[src/rtl/uart_tx_arb_pkg.sv]
// -----------------------------------------------------------------------------
// uart_tx_arb_pkg
// Shared definitions for the arbitrated UART transmitter:
//   - tx_state_e : frame sequencer states (IDLE, START, DATA, PARITY, STOP)
//   - FRAME_BITS : bits per frame (10, or 11 with UART_TX_ARB_PARITY_EN)
//   - calc_bit_clks() : clocks per bit, rounded to nearest; also used by the
//     matching receiver so both ends agree on the bit period
//   - even_parity()   : parity bit that makes the total count of ones even
// Optional feature macro: UART_TX_ARB_PARITY_EN
// -----------------------------------------------------------------------------
package uart_tx_arb_pkg;

    typedef enum logic [2:0] {
        IDLE   = 3'd0,
        START  = 3'd1,
        DATA   = 3'd2,
        PARITY = 3'd3,
        STOP   = 3'd4
    } tx_state_e;

    localparam int DATA_BITS = 32'sd8;

`ifdef UART_TX_ARB_PARITY_EN
    localparam int FRAME_BITS = 32'sd11;
`else
    localparam int FRAME_BITS = 32'sd10;
`endif

    // Round to the nearest whole number of clocks per bit.
    function automatic int calc_bit_clks(input int clock_rate, input int baud_rate);
        return (clock_rate + (baud_rate / 32'sd2)) / baud_rate;
    endfunction

    // XOR of the data gives the bit that makes data+parity have even weight.
    function automatic logic even_parity(input logic [7:0] data);
        return ^data;
    endfunction

endpackage

[src/rtl/uart_tx_rr_arb.sv]
// -----------------------------------------------------------------------------
// uart_tx_rr_arb
// Combinational round-robin select. Picks the first asserted req_valid bit at
// or after rr_ptr, wrapping circularly. The pointer itself is owned and
// updated by the caller.
// Ports:
//   req_valid    in  NUM_REQ  per-requester valid
//   rr_ptr       in  IDX_W    highest-priority index this cycle
//   grant_valid  out 1        at least one requester is valid
//   grant_idx    out IDX_W    winning index (0 when grant_valid is low)
//   grant_onehot out NUM_REQ  one-hot form of grant_idx (zero when no grant)
// -----------------------------------------------------------------------------
module uart_tx_rr_arb #(
    parameter int NUM_REQ = 32'sd2,
    parameter int IDX_W   = (NUM_REQ > 32'sd1) ? $clog2(NUM_REQ) : 32'sd1
) (
    input  logic [NUM_REQ-1:0] req_valid,
    input  logic [IDX_W-1:0]   rr_ptr,
    output logic               grant_valid,
    output logic [IDX_W-1:0]   grant_idx,
    output logic [NUM_REQ-1:0] grant_onehot
);

    logic [IDX_W-1:0] cand_s;
    logic             hit_s;

    // Circular priority scan: the first hit at increasing offset from rr_ptr wins.
    always_comb begin
        grant_valid  = 1'b0;
        grant_idx    = '0;
        grant_onehot = '0;
        cand_s       = '0;
        hit_s        = 1'b0;
        for (int k = 0; k < NUM_REQ; k++) begin
            cand_s      = IDX_W'((int'(rr_ptr) + k) % NUM_REQ);
            hit_s       = !grant_valid && req_valid[cand_s];
            grant_idx   = hit_s ? cand_s : grant_idx;
            grant_valid = grant_valid | hit_s;
        end
        for (int i = 0; i < NUM_REQ; i++) begin
            grant_onehot[i] = grant_valid && (int'(grant_idx) == i);
        end
    end

endmodule

[src/rtl/uart_tx_arb.sv]
// -----------------------------------------------------------------------------
// uart_tx_arb
// UART transmitter shared by NUM_REQ character sources. A round-robin grant
// picks one source while idle; its character goes out as START, 8 data bits
// LSB first, optional even parity, STOP. Each bit lasts BIT_CLKS clocks.
// Optional feature macro: UART_TX_ARB_PARITY_EN (adds the parity bit).
// Ports:
//   clk_tx        in  1          transmit clock
//   rst_clk_tx_n  in  1          async active-low reset (sync deassert outside)
//   req_valid     in  NUM_REQ    per-requester character valid
//   req_data      in  8*NUM_REQ  per-requester character, slice i = [8i+7:8i]
//   req_ready     out NUM_REQ    one-hot accept, combinational, IDLE only
//   txd           out 1          serial line, idle high
//   tx_busy       out 1          high while a frame is in flight
//   tx_owner      out clog2(NUM_REQ) requester owning the frame in flight
// -----------------------------------------------------------------------------
module uart_tx_arb
    import uart_tx_arb_pkg::*;
#(
    parameter int NUM_REQ    = 32'sd2,
    parameter int CLOCK_RATE = 32'sd50_000_000,
    parameter int BAUD_RATE  = 32'sd57_600
) (
    input  logic                       clk_tx,
    input  logic                       rst_clk_tx_n,
    input  logic [NUM_REQ-1:0]         req_valid,
    input  logic [8*NUM_REQ-1:0]       req_data,
    output logic [NUM_REQ-1:0]         req_ready,
    output logic                       txd,
    output logic                       tx_busy,
    output logic [$clog2(NUM_REQ)-1:0] tx_owner
);

    localparam int BIT_CLKS = calc_bit_clks(CLOCK_RATE, BAUD_RATE);
    localparam int CNT_W    = ($clog2(BIT_CLKS) < 32'sd1) ? 32'sd1 : $clog2(BIT_CLKS);
    localparam int IDX_W    = $clog2(NUM_REQ);

    localparam logic [CNT_W-1:0] LAST_CNT = CNT_W'(BIT_CLKS - 32'sd1);
    localparam logic [IDX_W-1:0] LAST_IDX = IDX_W'(NUM_REQ - 32'sd1);

    tx_state_e          state_r,  state_s;
    logic [CNT_W-1:0]   cnt_r,    cnt_s;
    logic [2:0]         idx_r,    idx_s;
    logic [7:0]         shift_r,  shift_s;
    logic [IDX_W-1:0]   rr_ptr_r, rr_ptr_s;
    logic [IDX_W-1:0]   owner_r,  owner_s;
    logic               txd_r,    txd_s;
    logic               busy_r,   busy_s;
    logic [NUM_REQ-1:0] req_ready_s;
`ifdef UART_TX_ARB_PARITY_EN
    logic               par_r,    par_s;
`endif

    logic               grant_valid_s;
    logic [IDX_W-1:0]   grant_idx_s;
    logic [NUM_REQ-1:0] grant_onehot_s;
    logic [7:0]         grant_char_s;
    logic               bit_end_s;

    uart_tx_rr_arb #(
        .NUM_REQ (NUM_REQ),
        .IDX_W   (IDX_W)
    ) u_rr_arb (
        .req_valid    (req_valid),
        .rr_ptr       (rr_ptr_r),
        .grant_valid  (grant_valid_s),
        .grant_idx    (grant_idx_s),
        .grant_onehot (grant_onehot_s)
    );

    assign grant_char_s = req_data[{grant_idx_s, 3'b000} +: 8];
    assign bit_end_s    = (cnt_r == LAST_CNT);

    // Frame sequencer next state, plus txd/busy computed from the next state so
    // the registered outputs line up exactly with the state they describe.
    always_comb begin
        state_s     = state_r;
        cnt_s       = cnt_r;
        idx_s       = idx_r;
        shift_s     = shift_r;
        rr_ptr_s    = rr_ptr_r;
        owner_s     = owner_r;
        req_ready_s = '0;
        txd_s       = 1'b1;
        busy_s      = 1'b0;
`ifdef UART_TX_ARB_PARITY_EN
        par_s       = par_r;
`endif
        case (state_r)
            IDLE: begin
                if (grant_valid_s) begin
                    req_ready_s = grant_onehot_s;
                    state_s     = START;
                    cnt_s       = '0;
                    idx_s       = 3'd0;
                    shift_s     = grant_char_s;
                    owner_s     = grant_idx_s;
                    rr_ptr_s    = (grant_idx_s == LAST_IDX) ? '0 : grant_idx_s + IDX_W'(1);
`ifdef UART_TX_ARB_PARITY_EN
                    par_s       = even_parity(grant_char_s);
`endif
                end else begin
                    state_s = IDLE;
                end
            end
            START: begin
                if (bit_end_s) begin
                    state_s = DATA;
                    cnt_s   = '0;
                end else begin
                    cnt_s = cnt_r + CNT_W'(1);
                end
            end
            DATA: begin
                if (bit_end_s) begin
                    cnt_s   = '0;
                    shift_s = {1'b0, shift_r[7:1]};
                    if (idx_r == 3'd7) begin
                        idx_s   = 3'd0;
`ifdef UART_TX_ARB_PARITY_EN
                        state_s = PARITY;
`else
                        state_s = STOP;
`endif
                    end else begin
                        idx_s = idx_r + 3'd1;
                    end
                end else begin
                    cnt_s = cnt_r + CNT_W'(1);
                end
            end
`ifdef UART_TX_ARB_PARITY_EN
            PARITY: begin
                if (bit_end_s) begin
                    state_s = STOP;
                    cnt_s   = '0;
                end else begin
                    cnt_s = cnt_r + CNT_W'(1);
                end
            end
`endif
            STOP: begin
                if (bit_end_s) begin
                    state_s = IDLE;
                    cnt_s   = '0;
                end else begin
                    cnt_s = cnt_r + CNT_W'(1);
                end
            end
            default: begin
                state_s = IDLE;
                cnt_s   = '0;
                idx_s   = 3'd0;
            end
        endcase

        case (state_s)
            IDLE:    txd_s = 1'b1;
            START:   txd_s = 1'b0;
            DATA:    txd_s = shift_s[0];
`ifdef UART_TX_ARB_PARITY_EN
            PARITY:  txd_s = par_s;
`endif
            STOP:    txd_s = 1'b1;
            default: txd_s = 1'b1;
        endcase

        busy_s = (state_s != IDLE);
    end

    // State and output registers; reset drops txd high at once, abandoning any frame.
    always_ff @(posedge clk_tx or negedge rst_clk_tx_n) begin
        if (!rst_clk_tx_n) begin
            state_r  <= IDLE;
            cnt_r    <= '0;
            idx_r    <= 3'd0;
            shift_r  <= 8'h00;
            rr_ptr_r <= '0;
            owner_r  <= '0;
            txd_r    <= 1'b1;
            busy_r   <= 1'b0;
`ifdef UART_TX_ARB_PARITY_EN
            par_r    <= 1'b0;
`endif
        end else begin
            state_r  <= state_s;
            cnt_r    <= cnt_s;
            idx_r    <= idx_s;
            shift_r  <= shift_s;
            rr_ptr_r <= rr_ptr_s;
            owner_r  <= owner_s;
            txd_r    <= txd_s;
            busy_r   <= busy_s;
`ifdef UART_TX_ARB_PARITY_EN
            par_r    <= par_s;
`endif
        end
    end

    assign req_ready = req_ready_s;
    assign txd       = txd_r;
    assign tx_busy   = busy_r;
    assign tx_owner  = owner_r;

endmodule

[config.mk]
export PLATFORM = sky130hd
export DESIGN_NAME = uart_tx_arb
export DESIGN_NICKNAME = d
export VERILOG_FILES = /design/src/rtl/uart_tx_arb_pkg.sv /design/src/rtl/uart_tx_rr_arb.sv /design/src/rtl/uart_tx_arb.sv
export SDC_FILE = /design/constraint.sdc
export NUM_CORES = 1
export LEC_CHECK = 0
export CAP_MARGIN = 20
export CORE_MARGIN = 2
export CORE_UTILIZATION = 30
export DETAILED_ROUTE_END_ITERATION = 10
export HOLD_SLACK_MARGIN = 0.05
export PLACE_DENSITY_LB_ADDON = 0.2
export SYNTH_ARGS = -nofsm -noshare
export SYNTH_HDL_FRONTEND = slang
export SYNTH_SLANG_ARGS = --single-unit
[constraint.sdc]
create_clock -name clk_tx -period 2 [get_ports clk_tx]
set_input_delay 0.3 -clock clk_tx [delete_from_list [all_inputs] [get_ports clk_tx]]
set_output_delay 0.3 -clock clk_tx [all_outputs]
set_load 0.05 [all_outputs]
### Word level (Yosys, flattened, before mapping)

Cells that the tools add are included.

| storage, ports and cells | value |
|---|---|
| input bits | 20 |
| memories | 0 |
| bits in read-only memories | 0 |
| bits in registers | 28 |
| bits in writable memories | 0 |
| output and inout port bits | 5 |
| bits in latches | 0 |

| operators by class | value |
|---|---|
| multiplexer cells | 26 |
| div/mod/pow operators | 0 |
| shifts and indexed selects | 1 |
| add/sub/neg operators | 4 |
| reduce and logical (&&, ||, !) cells | 12 |
| multipliers | 0 |
| eq/ne operators | 9 |
| bitwise logic cells | 3 |
| order comparisons | 2 |

Operator list:

| cell | number |
|---|---|
| $mux 3 | 7 |
| $mux 10 | 2 |
| $pmux 10 s2 | 1 |
| $mux 8 | 2 |
| $pmux 8 s2 | 1 |
| $shiftx 16x5->8 | 1 |
| $pmux 3 s4 | 1 |
| $add 10x1->10 const B | 1 |
| $eq 10x10->1 const B | 1 |
| $pmux 3 s3 | 1 |
| $mux 1 | 8 |
| $eq 3x1->1 const B | 2 |
| $eq 3x2->1 const B | 2 |
| $eq 3x3->1 const B | 2 |
| $reduce_and 3->1 | 2 |
| $lt 1x2->1 const B | 2 |
| $mux 2 | 2 |
| $ne 2x2->1 const B | 2 |
| $add 3x1->3 const B | 1 |
| $logic_and 1x1->1 | 3 |
| $logic_not 3->1 | 1 |
| $reduce_bool 3->1 | 1 |
| $reduce_or 3->1 | 1 |
| $add 1x1->1 const B | 2 |
| 7 further kinds | 8 |

### Depth between registers and ports, before layout

Gate-level depths: netlist of run 1.

| depth | value |
|---|---|
| word-level depth | 9 |
| mapped depth | 6 |

### Modules after synthesis

From an unflattened synthesis of run 1, not the netlist that was laid out.

| second synthesis, totals | value |
|---|---|
| cell total of the unflattened synthesis | 160 |
| area, all modules | 1,599.0 um^2 |

By module, submodules not included:

| module | area an instance (um^2) | cells an instance | sequential area each (um^2) | instances |
|---|---|---|---|---|
| uart_tx_arb | 1,566.5 | 155 | 701.9 | 1 |
| uart_tx_rr_arb | 32.5 | 5 | 0.0 | 1 |

### Least setup slack after synthesis of run 1

OpenSTA, ideal clock, no wires.

| path | value |
|---|---|
| path kind | register to output |
| start point | register state_r[2] |
| end point | output req_ready[1] |
| cell stages (with the launch flop) | 5 |
| arrival time | 2.033 ns |
| path buffers | 1 |
| path slack | -0.333 ns |
| cells stage by stage | dfrtp_1 -> buf_2 -> nor3_1 -> o21ai_1 -> nor3_1 |

| on the way | value |
|---|---|
| cells in the longest elaborated chain, start to end | 2 |

Ends and longest elaborated chain:

| element | line | text |
|---|---|---|
| from (decl) | uart_tx_arb.sv:41 | `tx_state_e state_r, state_s;` |
| from (signal assigned) | uart_tx_arb.sv:186 | `state_r <= state_s;` |
| $logic_not 3->1 | uart_tx_arb.sv:89 | `case (state_r)` |
| $mux 2 | uart_tx_arb.sv:89 |  |
| to (decl) | uart_tx_arb.sv:28 | `output logic [NUM_REQ-1:0] req_ready,` |

No other way between the ends.

### Final worst setup path of run 1

| path | value |
|---|---|
| start point | register txd_r (netlist: txd) |
| end point | output txd |

RTL lines:

| element | line | text |
|---|---|---|
| from (decl) | uart_tx_arb.sv:47 | `logic txd_r, txd_s;` |
| from (signal assigned) | uart_tx_arb.sv:192 | `txd_r <= txd_s;` |
| to (decl) | uart_tx_arb.sv:29 | `output logic txd,` |

No word-level cell between the ends.

==> results of run 1 <==
## cell families (layout without fill, tap and decap cells)
| family | after synthesis | in the layout |
|---|---|---|
| simple gates | 53 | 53 |
| xor+xnor | 1 | 1 |
| mux | 5 | 5 |
| buf+inv | 20 | 47 |
| fa+ha+maj | 3 | 3 |
| compound gates | 62 | 62 |
| flops | 28 | 28 |
## layout by cell type (no fill, tap or decap), drive strengths merged, types with 8 or more instances in the layout
master	synthesis	layout
buf	6	13
a21oi	10	10
dfrtp	27	27
inv	8	8
a31oi	9	9
clkdlybuf4s50	0	22
nand3	8	8
o211ai	8	8
o21ai	15	15
nand2	12	12
## through the flow
| stage | worst slack [ps] | util, % | total power (µW) |
|---|---|---|---|
| 5_1_grt | 0.446 | 39.0 | 2130 |
| 2_1_floorplan | 97.0 | - | 1310 |
| 3_5_place_dp | 110 | 37.1 | 1520 |
| 4_1_cts | 23.4 | 38.5 | 1980 |
| 3_3_place_gp | 109 | 37.1 | 1480 |
| 6_report | 104 | 39.0 | 1970 |
## cell type report
cell class / count / share of cell area, %
Tap cell: 72 / 4.28
Timing Repair Buffer: 35 / 15.3
Clock buffer: 3 / 1.96
Multi-Input combinational cell: 124 / 42.3
Clock inverter: 1 / 1.43
Inverter: 8 / 1.43
Sequential cell: 28 / 33.3
## layer usage
metal	GRT usage, %	wire length (µm)	up-vias
met5	0	0	-
met4	2.46	15	0
met3	2.64	96	2
met2	22.9	1960	12
met1	18.3	1820	725
li1	-	-	708
## report_power, final
part           switching (µW)  internal [µW]
Clock                     184            268
Sequential                194            742
Combinational             286            293
Total                     665           1300
## flip-flops by register name (all words and copies together), names as in the netlist
name      cells
shift_r       8
rr_ptr_r      1
cnt_r        10
tx_busy       1
state_r       3
txd           1
idx_r         3
tx_owner      1
## final timing paths
check | start | end | slack [ps] | depth (start not counted)
max | txd | txd | 100 | 1
min | rst_clk_tx_n | state_r[1] | 390 | 2
max reg2reg | cnt_r[0] | shift_r[6] | 120 | 5
min reg2reg | tx_owner | tx_owner | 520 | 1
max in group asynchronous | rst_clk_tx_n | txd | 1310 | 2
min in group clk_tx | tx_owner | tx_owner | 520 | 1
## what timing repair did
action / 4_1_cts / 5_1_grt
hold buffers: 0 / 0
hold endpoints to repair: 0 / 0
setup endpoints to repair: 2 / 12
resized for setup: 1 / 6
==> results.ini, run 1 <==
[worst_setup_path]
cp_num_buf_inv = 1
required_ps = 1700
cp-start-kind = flip-flop
critPathTopFamily = buffers and inverters
slowest_delay_ps = 780
end_kind = output port
cp_cell_sequence = clkdlybuf4s50_1
critPathSlowestCell = clkdlybuf4s50_1
crit_fanout = 1
crit_arrival_ps = 1600
critPathKind = flip-flop to output port

[synthesis]
synthesis.area_um2 = 1650
ys_ff_latch = 28
synthAdderAreaFrac_pct = 2.27
ys.flop_type = dfrtp_1
synthTopCellsByCount = dfrtp_1 (27), nand2_1 (12), o21ai_0 (12)
seq_area_frac_synth_pct = 42.5
synth_edf_count = 0
synth_top_cell_area_share_pct = 40.9
synth.avg_cell_area_um2 = 9.61
synthTopCellsByArea = dfrtp_1 (41%), a221o_1 (4.2%), o21ai_0 (3.6%)
yosys.area_share.xor_xnor_pct = 0.530
ys_types = 47
synthArstFlopShare_pct = 100
synth-warning-count = 0
synth_simple_gate_area_share_pct = 19.8
synth_top_family_by_area = compound AO/OA/AOI/OAI gates
yosys-mux-area-fraction_pct = 3.33
syn-num-nets = 195
yosysTopAreaCell = dfrtp_1
synth_most_common_cell = dfrtp_1
synthCells = 172
synth_compound_area_share_pct = 26.0

[grt]
grt_pass1_vias = 1438
grt_pass1_wl_mm = 6.84
grt_usage_pct = 13.6
grt_max_degree = 29
gr-total-overflow = 0
antenna_found_initial = 0

[layout]
areaGrowthSynthToFinish_pct = 27.5
stdcell_area_um2 = 2110
fillCellCount = 541
multi_input_area_um2 = 892
ff_latch_area_um2 = 702
final_nets = 223
n_antenna_cell = 0
drive_gt1_share_pct = 16.1
instances_no_fill = 271

[routing]
dr.pass1.iters = 4
num_vias = 1447
vias_per_cell = 5.34
drtIter0Drc = 87
wl_per_cell_um = 14.3
drc_errors = 0
drt_wl_total_mm = 3.89
ant_nets = 0

[pwr]
leakage_uw = 0.000865
vdd_drop_max_uv = 522
powerDensity_nw_per_um2 = 934

[timing]
max_slew_margin_pct = 65.8
period_needed_ps = 1900
holdWs_ps = 389
fmax_mhz = 528
rsz0062_at_grt = no
setup_violations = 0
worstMarginPinSlew_ps = 513
fin_skew_ps = 17.3
slew_viol_final = 0
setup_tns_ps = 0
fin_crit_sh_pct = 94.8
hold_viol_final = 0

[cts]
cts_max_path_buffers = 2
numClockSinks = 28
cts_tree = yes
clock_latency_ps = 280
htreeDepth = 1
path_clk_slew_ps = 110
cts_made_buffers = 3
root_buffer = clkbuf_8
post_cts_buffers = 0

[placed_design]
placedInstanceArea_um2 = 2010
place.detailed.hpwl_mm = 2.93
port_buffers = 24
globalplace.congestion = 0.771
placed_cells = 267

[flow_run]
max_cap_violations = 0

[die]
die-area_um2 = 6120
die_x_um = 78.2
io-pin-count = 25
fp-row-count = 27
chipHeight_um = 78.2
coreArea_um2 = 5410
initial_utilization_pct = 30.6

[worst_hold_path]
worstHoldPathType = primary input to async pin

[run_status]
outcome = finished clean

Note: power is estimated with default switching activity, not from simulation.
==> run 2: changes to the inputs <==
--- a/config.mk
+++ b/config.mk
@@ -5,7 +5,6 @@
 export SDC_FILE = /design/constraint.sdc
 export NUM_CORES = 1
 export LEC_CHECK = 0
-export CAP_MARGIN = 20
 export CORE_MARGIN = 2
 export CORE_UTILIZATION = 30
 export DETAILED_ROUTE_END_ITERATION = 10
==> results of run 2 <==
The final DEF is identical to that of run 1; final timing and power are the same.
